File: config.mk
export PLATFORM = sky130hd
export DESIGN_NAME = debug_uart_rx
export DESIGN_NICKNAME = d
export VERILOG_FILES = /design/src/rtl/debug_uart_rx.sv
export SDC_FILE = /design/constraint.sdc
export NUM_CORES = 1
export LEC_CHECK = 0
export CAP_MARGIN = 20
export CORE_AREA = 4 4 88 82
export DETAILED_ROUTE_END_ITERATION = 16
export DIE_AREA = 0 0 92 86
export HOLD_SLACK_MARGIN = 0.02
export PLACE_DENSITY = 0.86
export SKIP_LAST_GASP = 1
export SYNTH_ARGS = -nofsm -noshare
export SYNTH_HDL_FRONTEND = slang
export SYNTH_SLANG_ARGS = --single-unit
File: constraint.sdc
create_clock -name clk -period 4.8 [get_ports clk]
set_input_delay 0.48 -clock clk [delete_from_list [all_inputs] [get_ports clk]]
set_output_delay 0.48 -clock clk [all_outputs]
set_load 0.03 [all_outputs]
File: src/rtl/debug_uart_rx.sv
// Calibration debug link receiver: 8N1 UART deserialiser plus 0xBE 0xEF frame parser
// that emits one coefficient write strobe per frame whose XOR checksum matches.
module debug_uart_rx #(
    parameter int unsigned DIV    = 12,
    parameter logic [7:0]  MAGIC1 = 8'hBE,
    parameter logic [7:0]  MAGIC2 = 8'hEF
) (
    input  logic        clk,
    input  logic        rst,
    input  logic        rx_i,
    output logic        wr_valid,
    output logic [7:0]  wr_addr,
    output logic [15:0] wr_data,
    output logic        err_o,
    output logic [7:0]  err_count
);

    localparam int unsigned   CW        = $clog2(DIV);
    localparam logic [CW-1:0] HALF_LOAD = CW'(DIV / 2 - 1);
    localparam logic [CW-1:0] FULL_LOAD = CW'(DIV - 1);

    localparam logic [2:0] S_IDLE    = 3'd0;
    localparam logic [2:0] S_START   = 3'd1;
    localparam logic [2:0] S_DATA    = 3'd2;
    localparam logic [2:0] S_STOP    = 3'd3;
    localparam logic [2:0] S_WAIT_HI = 3'd4;

    localparam logic [2:0] P_M1   = 3'd0;
    localparam logic [2:0] P_M2   = 3'd1;
    localparam logic [2:0] P_ADDR = 3'd2;
    localparam logic [2:0] P_DHI  = 3'd3;
    localparam logic [2:0] P_DLO  = 3'd4;
    localparam logic [2:0] P_CHK  = 3'd5;

    logic          rx_m;
    logic          rx_s;
    logic [2:0]    bit_state;
    logic [CW-1:0] bit_cnt;
    logic [2:0]    bit_idx;
    logic [7:0]    shift;
    logic          byte_stb;
    logic          cnt_done;
    logic          frame_err;

    logic [2:0]    p_state;
    logic [7:0]    addr_q;
    logic [7:0]    dhi_q;
    logic [7:0]    dlo_q;
    logic          chk_ok;
    logic          err_evt;

    // NOTE: every sequential block uses non-blocking assignments so all flops
    // update from the same pre-edge values regardless of block ordering.
    always_ff @(posedge clk) begin
        if (rst) begin
            rx_m <= 1'b1;
            rx_s <= 1'b1;
        end else begin
            rx_m <= rx_i;
            rx_s <= rx_m;
        end
    end

    assign cnt_done  = (bit_cnt == '0);
    assign frame_err = (bit_state == S_STOP) && cnt_done && !rx_s;

    always_ff @(posedge clk) begin
        if (rst) begin
            bit_state <= S_IDLE;
            bit_cnt   <= '0;
            bit_idx   <= 3'd0;
            shift     <= 8'h00;
            byte_stb  <= 1'b0;
        end else begin
            byte_stb <= 1'b0;
            case (bit_state)
                S_IDLE: begin
                    if (!rx_s) begin
                        bit_state <= S_START;
                        bit_cnt   <= HALF_LOAD;
                    end
                end
                S_START: begin
                    if (!cnt_done) begin
                        bit_cnt <= bit_cnt - 1'b1;
                    end else if (!rx_s) begin
                        bit_state <= S_DATA;
                        bit_cnt   <= FULL_LOAD;
                        bit_idx   <= 3'd0;
                    end else begin
                        bit_state <= S_IDLE;
                    end
                end
                S_DATA: begin
                    if (!cnt_done) begin
                        bit_cnt <= bit_cnt - 1'b1;
                    end else begin
                        shift[bit_idx] <= rx_s;
                        bit_cnt        <= FULL_LOAD;
                        if (bit_idx == 3'd7) begin
                            bit_state <= S_STOP;
                        end else begin
                            bit_idx <= bit_idx + 3'd1;
                        end
                    end
                end
                S_STOP: begin
                    if (!cnt_done) begin
                        bit_cnt <= bit_cnt - 1'b1;
                    end else if (rx_s) begin
                        byte_stb  <= 1'b1;
                        bit_state <= S_IDLE;
                    end else begin
                        bit_state <= S_WAIT_HI;
                    end
                end
                S_WAIT_HI: begin
                    if (rx_s) begin
                        bit_state <= S_IDLE;
                    end
                end
                default: bit_state <= S_IDLE;
            endcase
        end
    end

    // shift stays stable for many cycles after byte_stb, so the parser reads it directly.
    assign chk_ok  = (shift == (addr_q ^ dhi_q ^ dlo_q));
    assign err_evt = frame_err || (byte_stb && (p_state == P_CHK) && !chk_ok);

    always_ff @(posedge clk) begin
        if (rst) begin
            p_state   <= P_M1;
            addr_q    <= 8'h00;
            dhi_q     <= 8'h00;
            dlo_q     <= 8'h00;
            wr_valid  <= 1'b0;
            wr_addr   <= 8'h00;
            wr_data   <= 16'h0000;
            err_o     <= 1'b0;
            err_count <= 8'h00;
        end else begin
            wr_valid <= 1'b0;
            err_o    <= err_evt;
            if (err_evt && (err_count != 8'hFF)) begin
                err_count <= err_count + 8'd1;
            end
            if (frame_err) begin
                p_state <= P_M1;
            end else if (byte_stb) begin
                case (p_state)
                    P_M1: begin
                        if (shift == MAGIC1) p_state <= P_M2;
                    end
                    P_M2: begin
                        if (shift == MAGIC2)      p_state <= P_ADDR;
                        else if (shift != MAGIC1) p_state <= P_M1;
                    end
                    P_ADDR: begin
                        addr_q  <= shift;
                        p_state <= P_DHI;
                    end
                    P_DHI: begin
                        dhi_q   <= shift;
                        p_state <= P_DLO;
                    end
                    P_DLO: begin
                        dlo_q   <= shift;
                        p_state <= P_CHK;
                    end
                    P_CHK: begin
                        if (chk_ok) begin
                            wr_valid <= 1'b1;
                            wr_addr  <= addr_q;
                            wr_data  <= {dhi_q, dlo_q};
                        end
                        p_state <= P_M1;
                    end
                    default: p_state <= P_M1;
                endcase
            end
        end
    end

endmodule

==> metrics, run 1 <==
Root Driver=clkbuf_8; post-cts sizing count=0; global-route wire length before repair=12.45 mm; synthesis warning total=0; grt total ovfl=0; worst reg2reg startpoint=bit_cnt[0]; clock share of power=40.4%; min-delay worst type=reg2reg; CP Max Fanout=20; n_diodes=0; Period Utilization, post-route=55.64%; most common cell after layout, fill and taps aside=dfxtp_1; Worst-Margin Slew=0.7226 ns; net switching power=286.0 µW; Die W=around 92 µm; Area growth, synth to finish=14.17%; GPL Wtd Cong=a little over 0.8; Setup CP Type=reg2reg; Power Internal=955.9 µW; Tmin final=2.671 ns; Final Cell Area=4315 µm²; CTS tree=built; Crit. End Element=register; unrepaired setup endpoints after global routing=no; initial antenna violation count=0; most frequent cells in the layout=dfxtp_1 (82), nor2_1 (71), mux2i_1 (52); IO Pins=37; Switching Share=23.03%; Critical R2R Capture=addr_q[4]; vias in the first global route=~2600; Final Net Count=435; CTS Hold Bufs=0; Hold Path Origin=rx_m; final setup vio count=0; row cnt=28; syn nets=413; Clk pin slew, worst setup/hold paths=roughly 0.08 ns; status=completed; Seq/Total Area, Yosys=43.43%; number of enable flip-flop cells after synthesis=0; Startpoint Class=register; antenna-violating nets left=0; R2R cell count=8; vias per cell=5.467; total wire length=between 7 and 8 mm; Yosys top cell area share=43.43%; top cells by area, synth=dfxtp_1 (43%), mux2i_1 (14%), nor2_1 (7.1%), xnor2_1 (4.9%), nand2_1 (2.6%); reg2reg setup slack=~2.1 ns; Hold Crit Endpoint=rx_s; Max-cap violations=0; Rel. slew slack=51.83%; Clock Latency Late Sink=0.36 ns; die height=86 µm; setup tns final=0 ns; clock skew=0.009434 ns; Synth cell types=53; Post-DP Area=about 4100 µm²; Residual DRC=0; Synth Register Bits=around 80; fmax=374.4 MHz; Peak VDD IR=0.1706 mV; asr flop ratio synth=0%; max-slew violation count=0; share of cells above drive strength 1=7.407%; vias=2854; Reg power frac=a little under three fifths; Synth Instances=just over 400; H-tree depth=3; synthesized area=3780 µm²; all-layer global routing usage=19.74%; Avg Cell Area, Syn=9.333 µm²; CTS Buf Count=9; initial core utilization=roughly three fifths; Synth area leader=dfxtp_1; DR WL/cell=14.16 µm; DR pass1 iterations=4; Clock Tree Buf Depth=2; Comb power frac=approximately 4.1%; Worst EP required=approximately 5 ns; Leak=0.001613 µW; Power Density=about 290 nW/µm²; ys flop type=dfxtp_1; detailed placement HPWL=around 5.1 mm; core area=6376 µm²; setup repair bufs after CTS=0; IO Port Bufs=36; Die ar.=roughly 7900 µm²; hold depth=1; Final Hold Vio Count=0; largest net degree at the start of global routing=47; Final Util=about two thirds; Worst EP arrival=2.90 ns; # clock sinks=82; DR iter-0 viols=about 240
==> worst max path at each step <==
stage	to	from	slack, ns	cells past startpoint
2_1_floorplan	err_count[3]	bit_cnt[0]	2.76	8
3_3_place_gp	addr_q[2]	bit_cnt[0]	2.24	8
3_5_place_dp	addr_q[3]	bit_cnt[0]	2.14	8
4_1_cts	addr_q[4]	bit_cnt[0]	2.12	8
5_1_grt	addr_q[4]	bit_cnt[0]	1.85	8
6_report	addr_q[4]	bit_cnt[0]	2.13	8
==> power by group through the flow <==
stage | Sequential, µW | Clock [µW] | Combinational (µW)
6_report | 689 | 502 | 50.7
2_1_floorplan | 703 | 0 | 42.5
3_3_place_gp | 705 | 0 | 48.9
3_5_place_dp | 705 | 0 | 50.7
5_1_grt | 690 | 547 | 57.3
4_1_cts | 689 | 512 | 50.8
==> cells by family after synthesis <==
logic type | Yosys count | synth area share (%)
flops | 82 | 43.43
buf+inv | 33 | 4.832
simple gates | 160 | 21.78
xor+xnor | 25 | 5.793
compound gates | 43 | 7.249
fa+ha+maj | 5 | 1.655
mux | 57 | 15.26
==> flip-flops by register name, summed over array words and instances (netlist names) <==
signal and cells:
wr_valid 1, wr_data 16, rx_m 1, bit_cnt 4, wr_addr 8, bit_state 3
dlo_q 8, addr_q 8, dhi_q 8, shift 8, err_o 1, rx_s 1
bit_idx 3, err_count 8, byte_stb 1, p_state 3
==> per-stage QoR <==
stage,hold slack [ns],total power (µW),worst slack [ns],cells
2_1_floorplan,0.3895,745.0,2.764,405
3_3_place_gp,0.3979,753.8,2.241,506
3_5_place_dp,0.4017,756.0,2.140,506
4_1_cts,0.4248,1252,2.119,522
5_1_grt,0.4477,1294,1.852,522
6_report,0.4178,1242,2.129,522
==> cell type report <==
| cell class | count | area [µm²] |
|---|---|---|
| clock inverters | 6 | 66.31 |
| well taps | 90 | 112.6 |
| fillers | 489 | 2061 |
| multi-input cells | 290 | 1964 |
| repair buffers | 38 | 370.4 |
| flip-flops and latches | 82 | 1642 |
| inverters | 6 | 22.52 |
| clock buffers | 10 | 137.6 |
==> cells in the mapped netlist, types with 4 or more instances <==
master	instances
a211oi_1	7
a21oi_1	19
clkbuf_1	17
dfxtp_1	82
ha_1	5
inv_1	6
mux2_1	5
mux2i_1	52
nand2_1	26
nand3_1	13
nand4_1	6
nor2_1	71
nor2b_1	6
nor3_1	9
o21ai_0	5
xnor2_1	21
xor2_1	4
==> per-layer routing <==
metal  GRT usage [%]  up-vias  routed length [µm]
li1                -     1440                   -
met2           30.50       46                3479
met3           5.000       13                 241
met5               0        -                   0
met1           26.51     1355                3532
met4           7.962        0                 138
==> critical path, cell delays in order, from the launching register on <==
cell	delay [ns]
dfxtp_1	0.41
inv_1	0.09
ha_1	0.22
nor4b_4	0.16
nand3_2	0.11
or2_1	0.58
nand4b_1	0.61
mux2i_1	0.31
nor2_1	0.06
Power figures use the tool's default switching activity.
==> inputs of run 2 (changes only) <==
--- a/config.mk
+++ b/config.mk
@@ -6,11 +6,11 @@
 export NUM_CORES = 1
 export LEC_CHECK = 0
 export CAP_MARGIN = 20
-export CORE_AREA = 4 4 88 82
+export CORE_AREA = 4 4 91 85
 export DETAILED_ROUTE_END_ITERATION = 16
-export DIE_AREA = 0 0 92 86
+export DIE_AREA = 0 0 95 89
 export HOLD_SLACK_MARGIN = 0.02
-export PLACE_DENSITY = 0.86
+export PLACE_DENSITY = 0.81
 export SKIP_LAST_GASP = 1
 export SYNTH_ARGS = -nofsm -noshare
 export SYNTH_HDL_FRONTEND = slang
==> constraint.sdc (replaced) <==
create_clock -name clk -period 2.6 [get_ports clk]
set_input_delay 0.26 -clock clk [delete_from_list [all_inputs] [get_ports clk]]
set_output_delay 0.26 -clock clk [all_outputs]
set_load 0.03 [all_outputs]
==> run 2 against run 1 <==
Against the previous run:
- via count up 3.0%
- register-to-register slack got worse by 1.7 ns
- clock power rose by 110%
- critical path type unchanged
- highest routed layer unchanged
==> metrics, run 2 (synthesis gave the netlist of run 1 again) <==
max reg flops=16; DR iter-0 viols=104; vias in the first global route=2852; Residual DRC=0; largest net degree at the start of global routing=35; share of cells above drive strength 1=9.502%; fmax=452.6 MHz; Clock Latency Late Sink=0.36 ns; IO Pins=37; row cnt=29; core area=6822 µm²; worst slack, placed=0.4034 ns; H-tree depth=3; vias=around 3000; Crit. End Element=register; Critical R2R Capture=dlo_q[1]; setup tns final=0 ns; max-slew violation count=0; initial core utilization=55.41%; Max-cap violations=0; Hold Crit Endpoint=err_o; setup repair bufs after CTS=0; # clock sinks=82; CTS Buf Count=9; Clock Tree Buf Depth=2; status=completed; Power Density=548.7 nW/µm²; detailed placement HPWL=5.529 mm; R2R cell count=9; Rel. slew slack=50.98%; clock skew=around 0.013 ns; worst setup slack after layout=0.3906 ns; Switching Share=23.50%; Tmin final=2.209 ns; CP Max Fanout=11; Worst EP required=2.84 ns; Final Net Count=about 450; worst reg2reg startpoint=bit_cnt[0]; Leak=~0.0017 µW; GPL Wtd Cong=0.8981; Die ar.=roughly 8500 µm²; Startpoint Class=register; Root Driver=clkbuf_8; Clk pin slew, worst setup/hold paths=0.09 ns; all-layer global routing usage=a little over a fifth; Worst-Margin Slew=0.7297 ns; die height=roughly 90 µm; Power Internal=1861 µW; CTS Hold Bufs=0; most common cell after layout, fill and taps aside=dfxtp_1; hold depth=2; Reg power frac=52.3%; post-cts sizing count=0; Hold Path Origin=rst; Comb power frac=approximately 4.2%; total wire length=8.000 mm; Setup CP Type=reg2reg; Biggest register=wr_data; Period Utilization, post-route=84.98%; initial antenna violation count=0; Area growth, synth to finish=17.28%; CTS tree=built; clock share of power=43.5%; unrepaired setup endpoints after global routing=no; antenna-violating nets left=0; Peak VDD IR=0.2798 mV; grt total ovfl=0; Die W=~95 µm; min-delay worst type=in2reg; IO Port Bufs=36; net switching power=571.5 µW; reg2reg setup slack=0.39 ns; DR pass1 iterations=4; DR WL/cell=14.95 µm; Worst EP arrival=2.45 ns; most frequent cells in the layout=dfxtp_1 (82), nor2_1 (71), mux2i_1 (52); final setup vio count=0; Final Hold Vio Count=0; vias per cell=roughly 5.5; global-route wire length before repair=13.94 mm; n_diodes=0
## run 2: changes by cell type in the layout (fill, tap and decap cells not counted), sizes merged
cell	previous run	this run
inv	6	10
clkbuf	10	9
clkinvlp	3	0
buf	3	13
clkinv	2	1
bufinv	1	2
## run 2: worst max path at each step
stage | start | to | cells past startpoint | slack [ns]
6_report | bit_cnt[0] | dlo_q[1] | 9 | 0.39
2_1_floorplan | bit_cnt[0] | err_count[3] | 8 | 0.56
5_1_grt | bit_cnt[0] | dlo_q[1] | 9 | 0.16
3_5_place_dp | bit_cnt[0] | dlo_q[1] | 9 | 0.40
3_3_place_gp | bit_cnt[0] | shift[4] | 7 | 0.50
4_1_cts | bit_cnt[0] | dlo_q[1] | 9 | 0.38
## run 2: power groups by stage
stage / Sequential (µW) / Combinational (µW) / Clock, µW
after floorplan: 1300 / 78.5 / 0
after global placement: 1300 / 97.9 / 0
after detailed placement: 1300 / 101 / 0
after CTS: 1270 / 101 / 1070
after global routing: 1270 / 115 / 1130
final: 1270 / 102 / 1060
## run 2: per-stage QoR
step / total power, µW / std cells / hold WS [ns] / utilization (%) / instance area, µm²
6_report: 2432 / 535 / 0.3030 / 64.99 / 4433
5_1_grt: 2522 / 535 / 0.3271 / 64.99 / 4433
4_1_cts: 2446 / 535 / 0.2943 / 64.99 / 4433
3_5_place_dp: 1403 / 519 / 0.4016 / 61.61 / 4203
3_3_place_gp: 1399 / 519 / 0.3995 / 61.61 / 4203
2_1_floorplan: 1375 / 405 / 0.3638 / - / 3780
## run 2: area by class of cell
cell class / count / area [µm²]
fillers: 558 / 2389
multi-input cells: 290 / 1964
flip-flops and latches: 82 / 1642
repair buffers: 48 / 457.9
clock buffers: 9 / 123.9
well taps: 93 / 116.4
clock inverters: 7 / 106.4
inverters: 6 / 22.52
## run 2: worst max-delay path: stages (launching register included)
cell and delay, ns:
dfxtp_1 0.36, inv_1 0.10, ha_1 0.18, nor4b_4 0.24, nand3_2 0.12, or2_1 0.38
buf_4 0.24, nand4_4 0.20, mux2i_1 0.22, nor2_1 0.07
## run 2: layer usage
metal / vias up / track usage, % / routed length, µm
met5: - / 0 / 0
met4: 0 / 8.126 / 131
met3: 12 / 3.451 / 349
met2: 72 / 34.76 / 3957
met1: 1396 / 27.56 / 3562
li1: 1459 / - / -
